--- config.mk ---
export PLATFORM = sky130hd
export DESIGN_NAME = ex_md
export DESIGN_NICKNAME = d
export VERILOG_FILES = /design/src/rtl/ex_md_pkg.sv /design/src/rtl/ex_md_neg.sv /design/src/rtl/ex_md.sv
export SDC_FILE = /design/constraint.sdc
export NUM_CORES = 1
export LEC_CHECK = 0
export BUFFER_PORTS_ARGS = -buffer_cell sky130_fd_sc_hd__buf_2
export CORE_MARGIN = 3
export CORE_UTILIZATION = 44
export DETAILED_ROUTE_END_ITERATION = 12
export PLACE_DENSITY_LB_ADDON = 0.3
export SETUP_SLACK_MARGIN = 0.05
export SYNTH_ARGS = -nofsm -noshare
export SYNTH_HDL_FRONTEND = slang
export SYNTH_SLANG_ARGS = --single-unit
--- constraint.sdc ---
create_clock -name clk -period 4.8 [get_ports clk]
set_input_delay 0.24 -clock clk [delete_from_list [all_inputs] [get_ports clk]]
set_output_delay 0.24 -clock clk [all_outputs]
set_load 0.005 [all_outputs]
--- src/rtl/ex_md_pkg.sv ---
// rtl/ex_md_pkg.sv - shared op codes, state encoding and op decode helpers for the ex-stage mul/div unit
//
// Purpose: one place for the RV M funct3 codes, the unit's state encoding and
// the small decode functions used by ex_md.
// Ports: none (package).

package ex_md_pkg;

  // RV32M/RV64M funct3 codes
  typedef enum logic [2:0] {
    MD_MUL    = 3'd0,
    MD_MULH   = 3'd1,
    MD_MULHSU = 3'd2,
    MD_MULHU  = 3'd3,
    MD_DIV    = 3'd4,
    MD_DIVU   = 3'd5,
    MD_REM    = 3'd6,
    MD_REMU   = 3'd7
  } md_op_e;

  typedef enum logic [1:0] {
    ST_IDLE = 2'd0,
    ST_CALC = 2'd1,
    ST_FIX  = 2'd2,
    ST_DONE = 2'd3
  } md_state_e;

  // rs1 is treated as signed for MULH, MULHSU, DIV and REM
  function automatic logic op_a_signed(input logic [2:0] op);
    return (op == MD_MULH) || (op == MD_MULHSU) || (op == MD_DIV) || (op == MD_REM);
  endfunction

  // rs2 is treated as signed for MULH, DIV and REM
  function automatic logic op_b_signed(input logic [2:0] op);
    return (op == MD_MULH) || (op == MD_DIV) || (op == MD_REM);
  endfunction

endpackage

--- src/rtl/ex_md_neg.sv ---
// rtl/ex_md_neg.sv - conditional two's-complement negator
//
// Purpose: dout = neg ? -din : din. Used for operand absolutes and for the
// sign correction of products, quotients and remainders.
// Ports:
//   neg   in  1  negate when high
//   din   in  W  value
//   dout  out W  conditionally negated value

module md_neg #(
  parameter int W = 32
) (
  input  logic         neg,
  input  logic [W-1:0] din,
  output logic [W-1:0] dout
);

  assign dout = neg ? (~din + {{(W-1){1'b0}}, 1'b1}) : din;

endmodule

--- src/rtl/ex_md.sv ---
// rtl/ex_md.sv - iterative RV M-extension multiply/divide unit for the ex stage
//
// Purpose: accepts one MUL/MULH/MULHSU/MULHU/DIV/DIVU/REM/REMU request over a
// valid/ready handshake, computes it in XLEN+1 cycles (divide-by-zero and
// signed overflow finish on the accept edge) and returns result plus tag.
// Ports:
//   clk, rst              clock (rising), asynchronous active-high reset
//   flush                 synchronous kill of any in-flight op
//   in_valid/in_ready     request handshake; in_ready == (state == IDLE)
//   op, a, b, tag         funct3, rs1, rs2, destination tag
//   out_valid/out_ready   result handshake
//   result, out_tag       result and its tag, stable while in DONE
//   busy                  high in any state but IDLE

module ex_md
  import ex_md_pkg::*;
#(
  parameter int XLEN  = 32,
  parameter int TAG_W = 5
) (
  input  logic             clk,
  input  logic             rst,
  input  logic             flush,
  input  logic             in_valid,
  output logic             in_ready,
  input  logic [2:0]       op,
  input  logic [XLEN-1:0]  a,
  input  logic [XLEN-1:0]  b,
  input  logic [TAG_W-1:0] tag,
  output logic             out_valid,
  input  logic             out_ready,
  output logic [XLEN-1:0]  result,
  output logic [TAG_W-1:0] out_tag,
  output logic             busy
);

  localparam int              CNT_W = $clog2(XLEN);
  localparam logic [XLEN-1:0] MIN   = {1'b1, {(XLEN-1){1'b0}}};

  md_state_e          state_q, state_d;
  logic [2:0]         op_q;
  logic [TAG_W-1:0]   tag_q;
  logic               sa_q, sb_q;
  // multiplicand for multiplies, divisor for divides
  logic [XLEN-1:0]    opnd_q;
  // multiply: {partial high, remaining multiplier bits}
  // divide:   {partial remainder, dividend bits shifting into quotient}
  logic [2*XLEN-1:0]  acc_q;
  logic [CNT_W-1:0]   cnt_q;

  logic               accept;
  logic               a_neg, b_neg;
  logic [XLEN-1:0]    abs_a, abs_b;
  logic               div_zero, div_ovf, fast;
  logic [XLEN-1:0]    fast_res;

  logic [XLEN:0]      mul_sum, div_trial;
  logic [2*XLEN-1:0]  acc_step;

  logic [2*XLEN-1:0]  fix_in, fix_out;
  logic [XLEN-1:0]    rem_out;
  logic [XLEN-1:0]    fix_res;

  assign in_ready  = (state_q == ST_IDLE);
  assign out_valid = (state_q == ST_DONE);
  assign busy      = (state_q != ST_IDLE);
  assign accept    = in_valid & in_ready;

  // ---------------------------------------------------------------- accept
  assign a_neg = op_a_signed(op) & a[XLEN-1];
  assign b_neg = op_b_signed(op) & b[XLEN-1];

  md_neg #(.W(XLEN)) u_abs_a (.neg(a_neg), .din(a), .dout(abs_a));
  md_neg #(.W(XLEN)) u_abs_b (.neg(b_neg), .din(b), .dout(abs_b));

  // op[0]==0 selects the signed divide flavours, op[1] selects remainder
  assign div_zero = op[2] & (b == '0);
  assign div_ovf  = op[2] & ~op[0] & (a == MIN) & (b == '1);
  assign fast     = div_zero | div_ovf;

  always_comb begin
    fast_res = '0;
    if (div_zero) fast_res = op[1] ? a : '1;
    else          fast_res = op[1] ? '0 : MIN;
  end

  // ------------------------------------------------------------- iteration
  // shift-add: add multiplicand into the high half when the low multiplier
  // bit is set, then shift the whole accumulator right by one
  assign mul_sum = {1'b0, acc_q[2*XLEN-1:XLEN]} + (acc_q[0] ? {1'b0, opnd_q} : '0);

  // restoring divide: trial-subtract the divisor from the shifted remainder
  assign div_trial = acc_q[2*XLEN-1:XLEN-1] - {1'b0, opnd_q};

  always_comb begin
    acc_step = acc_q;
    if (!op_q[2])
      acc_step = {mul_sum, acc_q[XLEN-1:1]};
    else if (!div_trial[XLEN])
      acc_step = {div_trial[XLEN-1:0], acc_q[XLEN-2:0], 1'b1};
    else
      acc_step = {acc_q[2*XLEN-2:0], 1'b0};
  end

  // --------------------------------------------------------- sign correction
  // the product or zero-extended quotient takes sa^sb; the remainder takes sa
  assign fix_in = op_q[2] ? {{XLEN{1'b0}}, acc_q[XLEN-1:0]} : acc_q;

  md_neg #(.W(2*XLEN)) u_fix     (.neg(sa_q ^ sb_q), .din(fix_in),                   .dout(fix_out));
  md_neg #(.W(XLEN))   u_fix_rem (.neg(sa_q),        .din(acc_q[2*XLEN-1:XLEN]),     .dout(rem_out));

  always_comb begin
    fix_res = '0;
    if (op_q[2])
      fix_res = op_q[1] ? rem_out : fix_out[XLEN-1:0];
    else
      fix_res = (op_q == MD_MUL) ? fix_out[XLEN-1:0] : fix_out[2*XLEN-1:XLEN];
  end

  // -------------------------------------------------------------------- FSM
  always_ff @(posedge clk or posedge rst) begin
    if (rst) state_q <= ST_IDLE;
    else     state_q <= state_d;
  end

  always_comb begin
    state_d = state_q;
    unique case (state_q)
      ST_IDLE: if (accept) state_d = fast ? ST_DONE : ST_CALC;
      ST_CALC: if (cnt_q == '0) state_d = ST_FIX;
      ST_FIX:  state_d = ST_DONE;
      ST_DONE: if (out_ready) state_d = ST_IDLE;
      default: state_d = ST_IDLE;
    endcase
    if (flush) state_d = ST_IDLE;
  end

  // --------------------------------------------------------------- datapath
  // result/out_tag are written only on the edges that enter DONE; a flush
  // suppresses every update, including an accept in the same cycle
  always_ff @(posedge clk or posedge rst) begin
    if (rst) begin
      op_q    <= '0;
      tag_q   <= '0;
      sa_q    <= 1'b0;
      sb_q    <= 1'b0;
      opnd_q  <= '0;
      acc_q   <= '0;
      cnt_q   <= '0;
      result  <= '0;
      out_tag <= '0;
    end else if (!flush) begin
      case (state_q)
        ST_IDLE: begin
          if (accept) begin
            op_q  <= op;
            tag_q <= tag;
            sa_q  <= a_neg;
            sb_q  <= b_neg;
            if (fast) begin
              result  <= fast_res;
              out_tag <= tag;
            end else begin
              cnt_q  <= CNT_W'(XLEN-1);
              opnd_q <= op[2] ? abs_b : abs_a;
              acc_q  <= {{XLEN{1'b0}}, (op[2] ? abs_a : abs_b)};
            end
          end
        end
        ST_CALC: begin
          acc_q <= acc_step;
          cnt_q <= cnt_q - 1'b1;
        end
        ST_FIX: begin
          result  <= fix_res;
          out_tag <= tag_q;
        end
        default: ;
      endcase
    end
  end

endmodule

; After elaboration in Yosys (flattened, before gate mapping)
; Index checks and enable logic that the tools add are counted.
[word_totals]
register_bits = 150
in_bits = 77
output_inout_bits = 40
word_cells = 99
[classes]
add_sub_neg = 7
eq_ne = 15
n_mux = 34
n_bitwise = 16
n_reduce_logical = 17
[op_table]
columns = op, n
row1 = $mux W32, 14
row2 = $mux W64, 6
row3 = $pmux W64 S2, 1
row4 = $add A32 B1 Y32 const B, 3
row5 = $not A32 Y32, 3
row6 = $add A64 B1 Y64 const B, 1
row7 = $eq A32 B32 Y1 const B, 2
row8 = $not A64 Y64, 1
row9 = $pmux W32 S2, 1
row10 = $add A32 B32 Y33, 1
row11 = $sub A33 B32 Y33, 1
row12 = $logic_not A32 Y1, 1
row13 = $mux W5, 4
row14 = $pmux W5 S2, 2
row15 = $reduce_and A4 Y1, 3
row16 = $mux W2, 5
row17 = $pmux W2 S4, 1
row18 = $and A1 B1 Y1, 7
row19 = $eq A3 B3 Y1 const B, 2
row20 = $ne A3 B2 Y1 const B, 2
row21 = $reduce_and A3 Y1, 2
row22 = $reduce_bool A2 Y1, 3
row23 = $logic_not A5 Y1, 1
row24 = $logic_or A1 B1 Y1, 5
row25 = 13 further kinds, 17

; Depth between registers and ports, before layout
; Gate-level depths: netlist of the first run.
[logic_depth]
ltp_word = 10
depth_mapped = 15
depth_no_buf = 14

; Cells and area by module
; From an unflattened synthesis of the first run, not the netlist that was laid out.
[unflattened]
cells_unflattened = 2051
hier_area_um2 = 16573.4
[by_module_without_submodules]
columns = module, instances, cells_each, area_each_um2, seq_area_each_um2
row1 = ex_md, 1, 1548, 12593.3, 3753.6
row2 = md_neg at u_abs_a ..., 3, 99, 777.0, 0.0
row3 = md_neg at u_fix, 1, 206, 1649.1, 0.0

; Least setup slack after synthesis of the first run
; OpenSTA, ideal clock, no wires.
[synth_path]
path_type = register to register
from = reg acc_q[0]
to = reg acc_q[57]
setup_time_ns = 0.136
arrival_time_ns = 3.369
slack_ns = 1.295
stages_incl_launch_ff = 16
n_path_buf = 2
synth_period_minus_slack_ns = 3.505
cell_sequence = dfrtp_1 > clkbuf_1 > inv_1 > clkbuf_1 > nor2_1 > ha_1 > a21o_1 > or3_1 > o22a_1 > a31o_2 > a41o_1 > o31a_1 > a21oi_1 > xnor2_1 > a221oi_1 > o21ai_0
[synth_via]
elab_chain_len = 4
[synth_rtl]
columns = element, line_no
row1 = "start, declared", ex_md.sv:48  ; logic [2*XLEN-1:0] acc_q;
row2 = "start signal, assigned", ex_md.sv:166  ; acc_q <= {{XLEN{1'b0}}, (op[2] ? abs_a : abs_b)};
row3 = "start signal, assigned", ex_md.sv:171  ; acc_q <= acc_step;
row4 = $mux W32, ex_md.sv:90  ; assign mul_sum = {1'b0, acc_q[2*XLEN-1:XLEN]} + (acc_q[0] ? {1'b0, opnd_q} : '0);
row5 = $add A32 B32 Y33, ex_md.sv:90
row6 = $mux W64, ex_md.sv:97  ; if (!op_q[2])
row7 = $pmux W64 S2, ex_md.sv:153  ; case (state_q)
; No other way between the ends.
; A chain may end at the register's enable or synchronous reset.

; Worst setup path in the final report of the first run
[layout_path]
from = reg acc_q[31]
to = reg acc_q[42]
[layout_via]
elab_chain_len = 4
[layout_rtl]
columns = element, line_no
row1 = $sub A33 B32 Y33, ex_md.sv:93  ; assign div_trial = acc_q[2*XLEN-1:XLEN-1] - {1'b0, opnd_q};
row2 = $mux W64, ex_md.sv:99  ; else if (!div_trial[XLEN])
row3 = $mux W64, ex_md.sv:97
row4 = $pmux W64 S2, ex_md.sv:153
; No other way between the ends.

==> flow_summary_export.csv, run 1 <==
group,metric,value,unit
timing,fmax,0.254,GHz
synthesis,synth-async-reset-ratio,1.00,
worst_setup_path,cp-end-kind,"flop",
die,io_pins,117,
detailed_routing,wl_per_cell,23.7,um
clock_network,root_buffer,"clkbuf_16",
cells_and_area,instances_no_fill,2533,
clock_network,max-clock-path-buffers,2,
worst_setup_path,critPathBufInv,2,
global_route,overflow,0,
timing,fin_crit,3.93,ns
pwr,p_int,5580,uW
worst_setup_path,r2r_setup_slack,0.87,ns
timing,rsz0062_at_grt,"false",
global_route,grt_use_met2,0.484,
worst_setup_path,cp_max_fo,38,
timing,worst_slack,0.868,ns
pwr,total_leakage_power,0.00719,uW
detailed_routing,vias_per_cell,6.38,
detailed_routing,wirelength,60.0,mm
die,start_util,0.453,
synthesis,synthCells,2042,
clock_network,postCtsSetupBuffers,0,
clock_network,cts_resized,0,
worst_setup_path,rr_worst_depth,14,
place,placed_cells,2502,
place,preCtsSetupSlack,0.928,ns
pwr,switchingPower,6370,uW
synthesis,synth-edff-count,0,
place,dp_hpwl,46.4,mm
worst_setup_path,slowest_stage,"o31ai_1",
worst_setup_path,worst_path_largest_cell_delay,0.50,ns
pwr,p_sw_frac,0.533,
pwr,pwr-share-seq,0.230,
global_route,gr-usage-all-layers,0.322,
synthesis,ys_ff_latch,150,
die,die_x,193,um
run_status,status,"finished, final reports clean",
cells_and_area,antenna_cells,0,
pwr,power_density,709,mW/mm2
pwr,irDropWorstVdd,301,uV
die,die_height,193,um
clock_network,cts_tree,"built",
worst_setup_path,crit_chain,"inv_1 > ha_1 > fa_1 > nor2b_1 > o31ai_1 > a211oi_1 > a31o_2 > a211oi_2 > a21oi_1 > a311oi_4 > buf_4 > mux2_2 > nand2_1 > o311ai_1",
timing,skew,0.0148,ns
global_route,grt_pass1_vias,15200,
clock_network,holdBufCountCts,0,
min_path,hold_class,"in2async",
worst_setup_path,worstReg2RegStart,"acc_q[31]$_DFFE_PP0P_",
clock_network,cts_buffers,17,
synthesis,synth_cell_types,87,
timing,hold_viol_final,0,
synthesis,ys_seq_area_frac,0.244,
global_route,antenna_found_initial,0,
synthesis,netlist_area,0.0154,mm2
detailed_routing,ant_nets,0,
global_route,grt_pass1_wl,91.4,mm
synthesis,synth-warning-count,0,
synthesis,synth_fp_nets,2196,
cells_and_area,postLayoutCoreUtil,0.495,
timing,slew_headroom,0.293,
clock_network,clk_pin_slew,0.07,ns
clock_network,worst_skew_pair.late_latency,0.45,ns
place,globalplace.congestion,1.02,
timing,drv_slew,0,
cells_and_area,fill_cells,3503,
die,core.rowCount,67,
worst_setup_path,critPathLaunchType,"flop",
timing,worst_pin_slew,1.06,ns
worst_setup_path,crit_family,"compound AO/OA/AOI/OAI gates",
cells_and_area,area_growth,9.43,%
worst_setup_path,critical_path_class,"reg2reg",
run,max-cap-violations,0,
timing,fin_setup_tns,0,ns
die,core_area,0.0340,mm2
cells_and_area,nets,2227,
global_route,use_met1,0.441,
synthesis,synth-main-ff-cell,"dfrtp_1",
clock_network,cts_sinks,150,
global_route,use_met3,0.0736,
cells_and_area,final_layout_size_suffix_gt1_frac,0.130,
timing,finalCritPeriodShare,0.819,
die,die_area,0.0373,mm2
timing,fin_worst_hold_slack,0.00780,ns
detailed_routing,drtIter0Drc,2098,
worst_setup_path,worstPathArrival,4.23,ns
detailed_routing,drcViolationCount,0,
pwr,comb_power_share,0.658,
worst_setup_path,required,5.10,ns
detailed_routing,dr.pass1.iters,7,
pwr,p_clk_frac,0.112,
timing,setup_viol,0,
place,numPortBuffers,116,
global_route,grt_start_max_net_pins,108,
synthesis,syn_area_per_cell,7.55,um2
worst_setup_path,reg2reg_to,"acc_q[42]$_DFFE_PP0P_",
clock_network,cts_max_level,4,
global_route,grt_busiest_layer,"met2",
detailed_routing,vias,16169,
==> sequential cells by signal (all words and copies together) (netlist names) <==
signal   cells
sb_q         1
out_tag      5
result      32
opnd_q      32
state_q      2
op_q         3
sa_q         1
acc_q       64
cnt_q        5
tag_q        5
==> logic make-up after synthesis <==
logic type,count (synthesis),share of synthesized area
xor+xnor,199,0.113
flops,150,0.244
fa+ha+maj,77,0.0635
simple gates,639,0.198
compound gates,701,0.282
mux,62,0.0436
buf+inv,214,0.0559
==> power by group through the flow <==
stage          sequential [uW]  combinational, uW  clock (uW)
2_1_floorplan             2190               5810           0
3_3_place_gp              2710               7580           0
3_5_place_dp              2730               7630           0
4_1_cts                   2710               7680        1340
5_1_grt                   2810               8590        1390
6_report                  2750               7870        1330
==> stage by stage <==
stage          total power [uW]  instance area (um2)
2_1_floorplan              8000                15400
3_3_place_gp              10300                16300
3_5_place_dp              10400                16300
4_1_cts                   11700                16900
5_1_grt                   12800                16900
6_report                  12000                16900
==> placed cells by master, fill, tap and decap left out, types with 17 or more instances in the layout <==
cell / n
nand3_1: 27
mux2i_1: 21
o21ai_0: 165
ha_1: 74
inv_1: 72
mux2_2: 41
dfrtp_1: 149
nor4_1: 20
xnor2_1: 96
o31ai_1: 25
a22oi_1: 21
buf_4: 35
a21oi_1: 215
clkbuf_16: 17
nor2_1: 264
a211oi_1: 38
o21ai_1: 23
nand2_1: 159
buf_2: 115
xor2_1: 101
nor3_1: 31
a31oi_1: 42
a21o_1: 31
==> synth_stat cells (10+ instances only) <==
master | number | share of area
xnor2_1 | 97 | 0.055
ha_1 | 75 | 0.061
dfrtp_1 | 150 | 0.24
nand3_1 | 27 | 0.0088
o31ai_1 | 25 | 0.012
o21a_1 | 16 | 0.0078
o21ai_1 | 23 | 0.0075
nor4_1 | 20 | 0.0081
mux2_2 | 41 | 0.030
mux2i_1 | 21 | 0.014
o21ai_0 | 165 | 0.054
a221oi_1 | 10 | 0.0057
buf_2 | 17 | 0.0055
nor2b_1 | 14 | 0.0057
a22oi_1 | 21 | 0.010
clkbuf_1 | 104 | 0.025
nand2_1 | 159 | 0.039
a21oi_1 | 216 | 0.070
and2_1 | 16 | 0.0065
a31oi_1 | 42 | 0.017
o211ai_1 | 13 | 0.0063
a211oi_1 | 38 | 0.019
a21o_1 | 31 | 0.015
or3_1 | 15 | 0.0061
buf_1 | 10 | 0.0024
o21bai_1 | 11 | 0.0054
nor3_1 | 32 | 0.010
xor2_1 | 102 | 0.058
nand4_1 | 16 | 0.0065
nor2_1 | 264 | 0.064
nand2b_1 | 14 | 0.0057
o22ai_1 | 12 | 0.0049
or4_1 | 14 | 0.0068
inv_1 | 73 | 0.018
==> area by class of cell <==
class | count | area, um2 | area share
multi-input cells | 1678 | 10800 | 0.643
clock inverters | 11 | 98.8 | 0.00586
clock buffers | 20 | 457 | 0.0271
inverters | 75 | 287 | 0.0170
repair buffers | 151 | 858 | 0.0509
well taps | 448 | 561 | 0.0332
flip-flops and latches | 150 | 3750 | 0.223
==> layer usage <==
metal	vias up	part of all wire
li1	7440	-
met1	7724	0.42
met2	855	0.43
met3	150	0.10
met4	0	0.046
met5	-	0
==> worst max-delay path by stage <==
stage	from	to	slack, ns	cells after the start
after floorplan	rst	acc_q[0]$_DFFE_PP0P_	0.52	1
after global placement	a[0]	acc_q[47]$_DFFE_PP0P_	1.02	12
after detailed placement	acc_q[0]$_DFFE_PP0P_	acc_q[56]$_DFFE_PP0P_	0.93	14
after CTS	acc_q[33]$_DFFE_PP0P_	acc_q[42]$_DFFE_PP0P_	0.93	12
after global routing	acc_q[0]$_DFFE_PP0P_	acc_q[63]$_DFFE_PP0P_	0.52	14
final	acc_q[31]$_DFFE_PP0P_	acc_q[42]$_DFFE_PP0P_	0.87	14
No activity file was read; power rests on OpenSTA's default activity.
==> run 2, diff against run 1 <==
==> constraint.sdc (replaced) <==
create_clock -name clk -period 3.25 [get_ports clk]
set_input_delay 0.1625 -clock clk [delete_from_list [all_inputs] [get_ports clk]]
set_output_delay 0.1625 -clock clk [all_outputs]
set_load 0.005 [all_outputs]
==> flow_summary_export.csv, run 2 (synthesized netlist as in run 1, its figures left out) <==
group,metric,value,unit
detailed_routing,vias,17022,
detailed_routing,routed.top_layer,"met5",
detailed_routing,ant_nets,0,
cells_and_area,nets,2430,
detailed_routing,drcViolationCount,0,
clock_network,cts_max_level,4,
cells_and_area,top_regs,"acc_q: 64 flops, opnd_q: 32 flops, result: 32 flops",
worst_setup_path,worstPathArrival,3.62,ns
worst_setup_path,cp-end-kind,"flop",
worst_setup_path,critical_path_class,"reg2reg",
timing,worst_pin_slew,1.19,ns
clock_network,max-clock-path-buffers,2,
worst_setup_path,reg2reg_to,"acc_q[42]$_DFFE_PP0P_",
clock_network,cts_buffers,17,
timing,finalCritPeriodShare,1.01,
cells_and_area,antenna_cells,0,
clock_network,clk_pin_slew,0.07,ns
worst_setup_path,required,3.58,ns
worst_setup_path,r2r_setup_slack,-0.04,ns
run_status,violations,"negative setup slack",
global_route,grt_pass1_vias,15830,
min_path,hold_class,"in2reg",
min_path,hold-path-endpoint,"op_q[0]$_DFFE_PP0P_",
timing,drv_slew,0,
die,io_pins,117,
place,placed_cells,2665,
timing,skew,0.0114,ns
die,die_x,193,um
cells_and_area,largest_reg_flops,64,
cells_and_area,final_cell_mix,"nor2_1 (251), a21oi_1 (206), buf_4 (203)",
detailed_routing,wl_met2,27.6,mm
cells_and_area,instances_no_fill,2737,
detailed_routing,wl_met3,5.98,mm
worst_setup_path,worst_path_largest_cell_delay,0.42,ns
timing,rsz0062_at_grt,"true",
cells_and_area,final_layout_size_suffix_gt1_frac,0.241,
die,die_height,193,um
global_route,gr-usage-all-layers,0.332,
timing,worst_slack,-0.0416,ns
detailed_routing,wirelength,63.7,mm
run_status,status,"finished with violations",
clock_network,worst_skew_pair.late_latency,0.45,ns
clock_network,cts_tree,"built",
worst_setup_path,worstReg2RegStart,"opnd_q[0]$_DFFE_PP0P_",
worst_setup_path,rr_worst_depth,13,
global_route,grt_start_max_net_pins,70,
detailed_routing,wl_per_cell,23.3,um
timing,hold_viol_final,0,
clock_network,cts_sinks,150,
clock_network,root_buffer,"clkbuf_16",
die,start_util,0.453,
worst_setup_path,critPathLaunch,"opnd_q[0]$_DFFE_PP0P_",
timing,fmax,0.304,GHz
pwr,irDropWorstVdd,518,uV
die,core_area,0.0340,mm2
cells_and_area,final_common_cell,"nor2_1",
cells_and_area,fill_cells,3251,
place,globalplace.congestion,1.04,
min_path,min_from,"op[0]",
min_path,whs_path_depth,2,
worst_setup_path,crit_chain,"ha_4 > fa_2 > nor2b_4 > o31ai_4 > a211oi_2 > a31o_2 > a211oi_4 > a21bo_2 > a311oi_4 > buf_6 > mux2_4 > nand2_4 > o311ai_4",
pwr,total_power,20500,uW
cells_and_area,area_growth,24.7,%
run,max-cap-violations,0,
global_route,grt_pass1_wl,94.1,mm
die,die_area,0.0373,mm2
pwr,total_leakage_power,0.00838,uW
worst_setup_path,critPathLaunchType,"flop",
detailed_routing,met1_length,26.9,mm
cells_and_area,max_flop_register,"acc_q",
global_route,antenna_found_initial,1,
worst_setup_path,cp_max_fo,7,
die,core.rowCount,67,
timing,setup_viol,7,
timing,fin_crit,3.29,ns
timing,slew_headroom,0.207,
place,dp_hpwl,49.7,mm
detailed_routing,dr.pass1.iters,6,
global_route,overflow,0,
pwr,power_density,1070,mW/mm2
place,numPortBuffers,116,
worst_setup_path,slowest_stage,"dfrtp_1",
detailed_routing,drtIter0Drc,1906,
detailed_routing,vias_per_cell,6.22,
## run 2: cell types whose count changed in the layout (fill, tap and decap cells not counted), moves of 7 or more
| cell | delta |
|---|---|
| a21oi_1 | -9 |
| a21oi_2 | +7 |
| buf_12 | +14 |
| buf_4 | +168 |
| buf_6 | +12 |
| dlygate4sd3_1 | +7 |
| ha_1 | -13 |
| ha_4 | +9 |
| nor2_1 | -13 |
| nor2_2 | +10 |
| o21ai_0 | -19 |
| o21ai_1 | +16 |
## run 2: metrics by stage
stage	TNS, ns	hold slack, ns	setup WS, ns	utilization	instance area (um2)
floorplan	0	0.229	0.0506	-	15500
global placement	-0.157	0.305	-0.0478	0.520	17700
detailed placement	-1.49	0.316	-0.124	0.520	17700
CTS	0	0.0249	0.0229	0.542	18500
global route	-3.25	0.0300	-0.170	0.565	19200
finish	-0.131	0.0505	-0.0416	0.565	19200
## run 2: how the worst max path moves through the flow
stage               slack [ns]               endpoint
floorplan                 0.05  acc_q[57]$_DFFE_PP0P_
global placement         -0.05  acc_q[42]$_DFFE_PP0P_
detailed placement       -0.12  acc_q[42]$_DFFE_PP0P_
CTS                       0.02  acc_q[57]$_DFFE_PP0P_
global route             -0.17  acc_q[57]$_DFFE_PP0P_
finish                   -0.04  acc_q[42]$_DFFE_PP0P_
## run 2: cell type report
type                       count  area, um2  area share
inverter                      75        285      0.0148
timing repair buffer         354       2640       0.137
tap                          448        561      0.0292
multi-input combinational   1678      11400       0.592
clock buffer                  18        429      0.0223
sequential                   150       3760       0.196
clock inverter                14        163     0.00846
## run 2: per-layer routing
layer | vias up | global-route usage
li1 | 7854 | -
met3 | 191 | 0.0705
met5 | - | 0
met1 | 8109 | 0.457
met2 | 866 | 0.507
met4 | 2 | 0.138
## run 2: repair_timing
| action | in CTS | in global routing |
|---|---|---|
| hold endpoints to repair | 31 | 0 |
| setup endpoints to repair | 33 | 42 |
| resized for setup | 22 | 127 |
| pin swaps | 4 | 48 |
| setup buffers | 3 | 30 |
| hold buffers | 7 | 0 |
## run 2: worst max-delay path, delay by kind of cell, from the launching register on
kind                     cells  cell delay, ns
AO/OA/AOI/OAI                7            1.41
adder cells (fa/ha/maj)      2            0.55
multiplexers                 1            0.33
buffers and inverters        1            0.23
flip-flops                   1            0.42
AND/OR/NAND/NOR              2            0.23
## run 2: report_power, final
part	total [uW]	switching [uW]	internal (uW)
Sequential	3540	896	2640
Clock	2100	943	1150
Combinational	14800	8490	6340
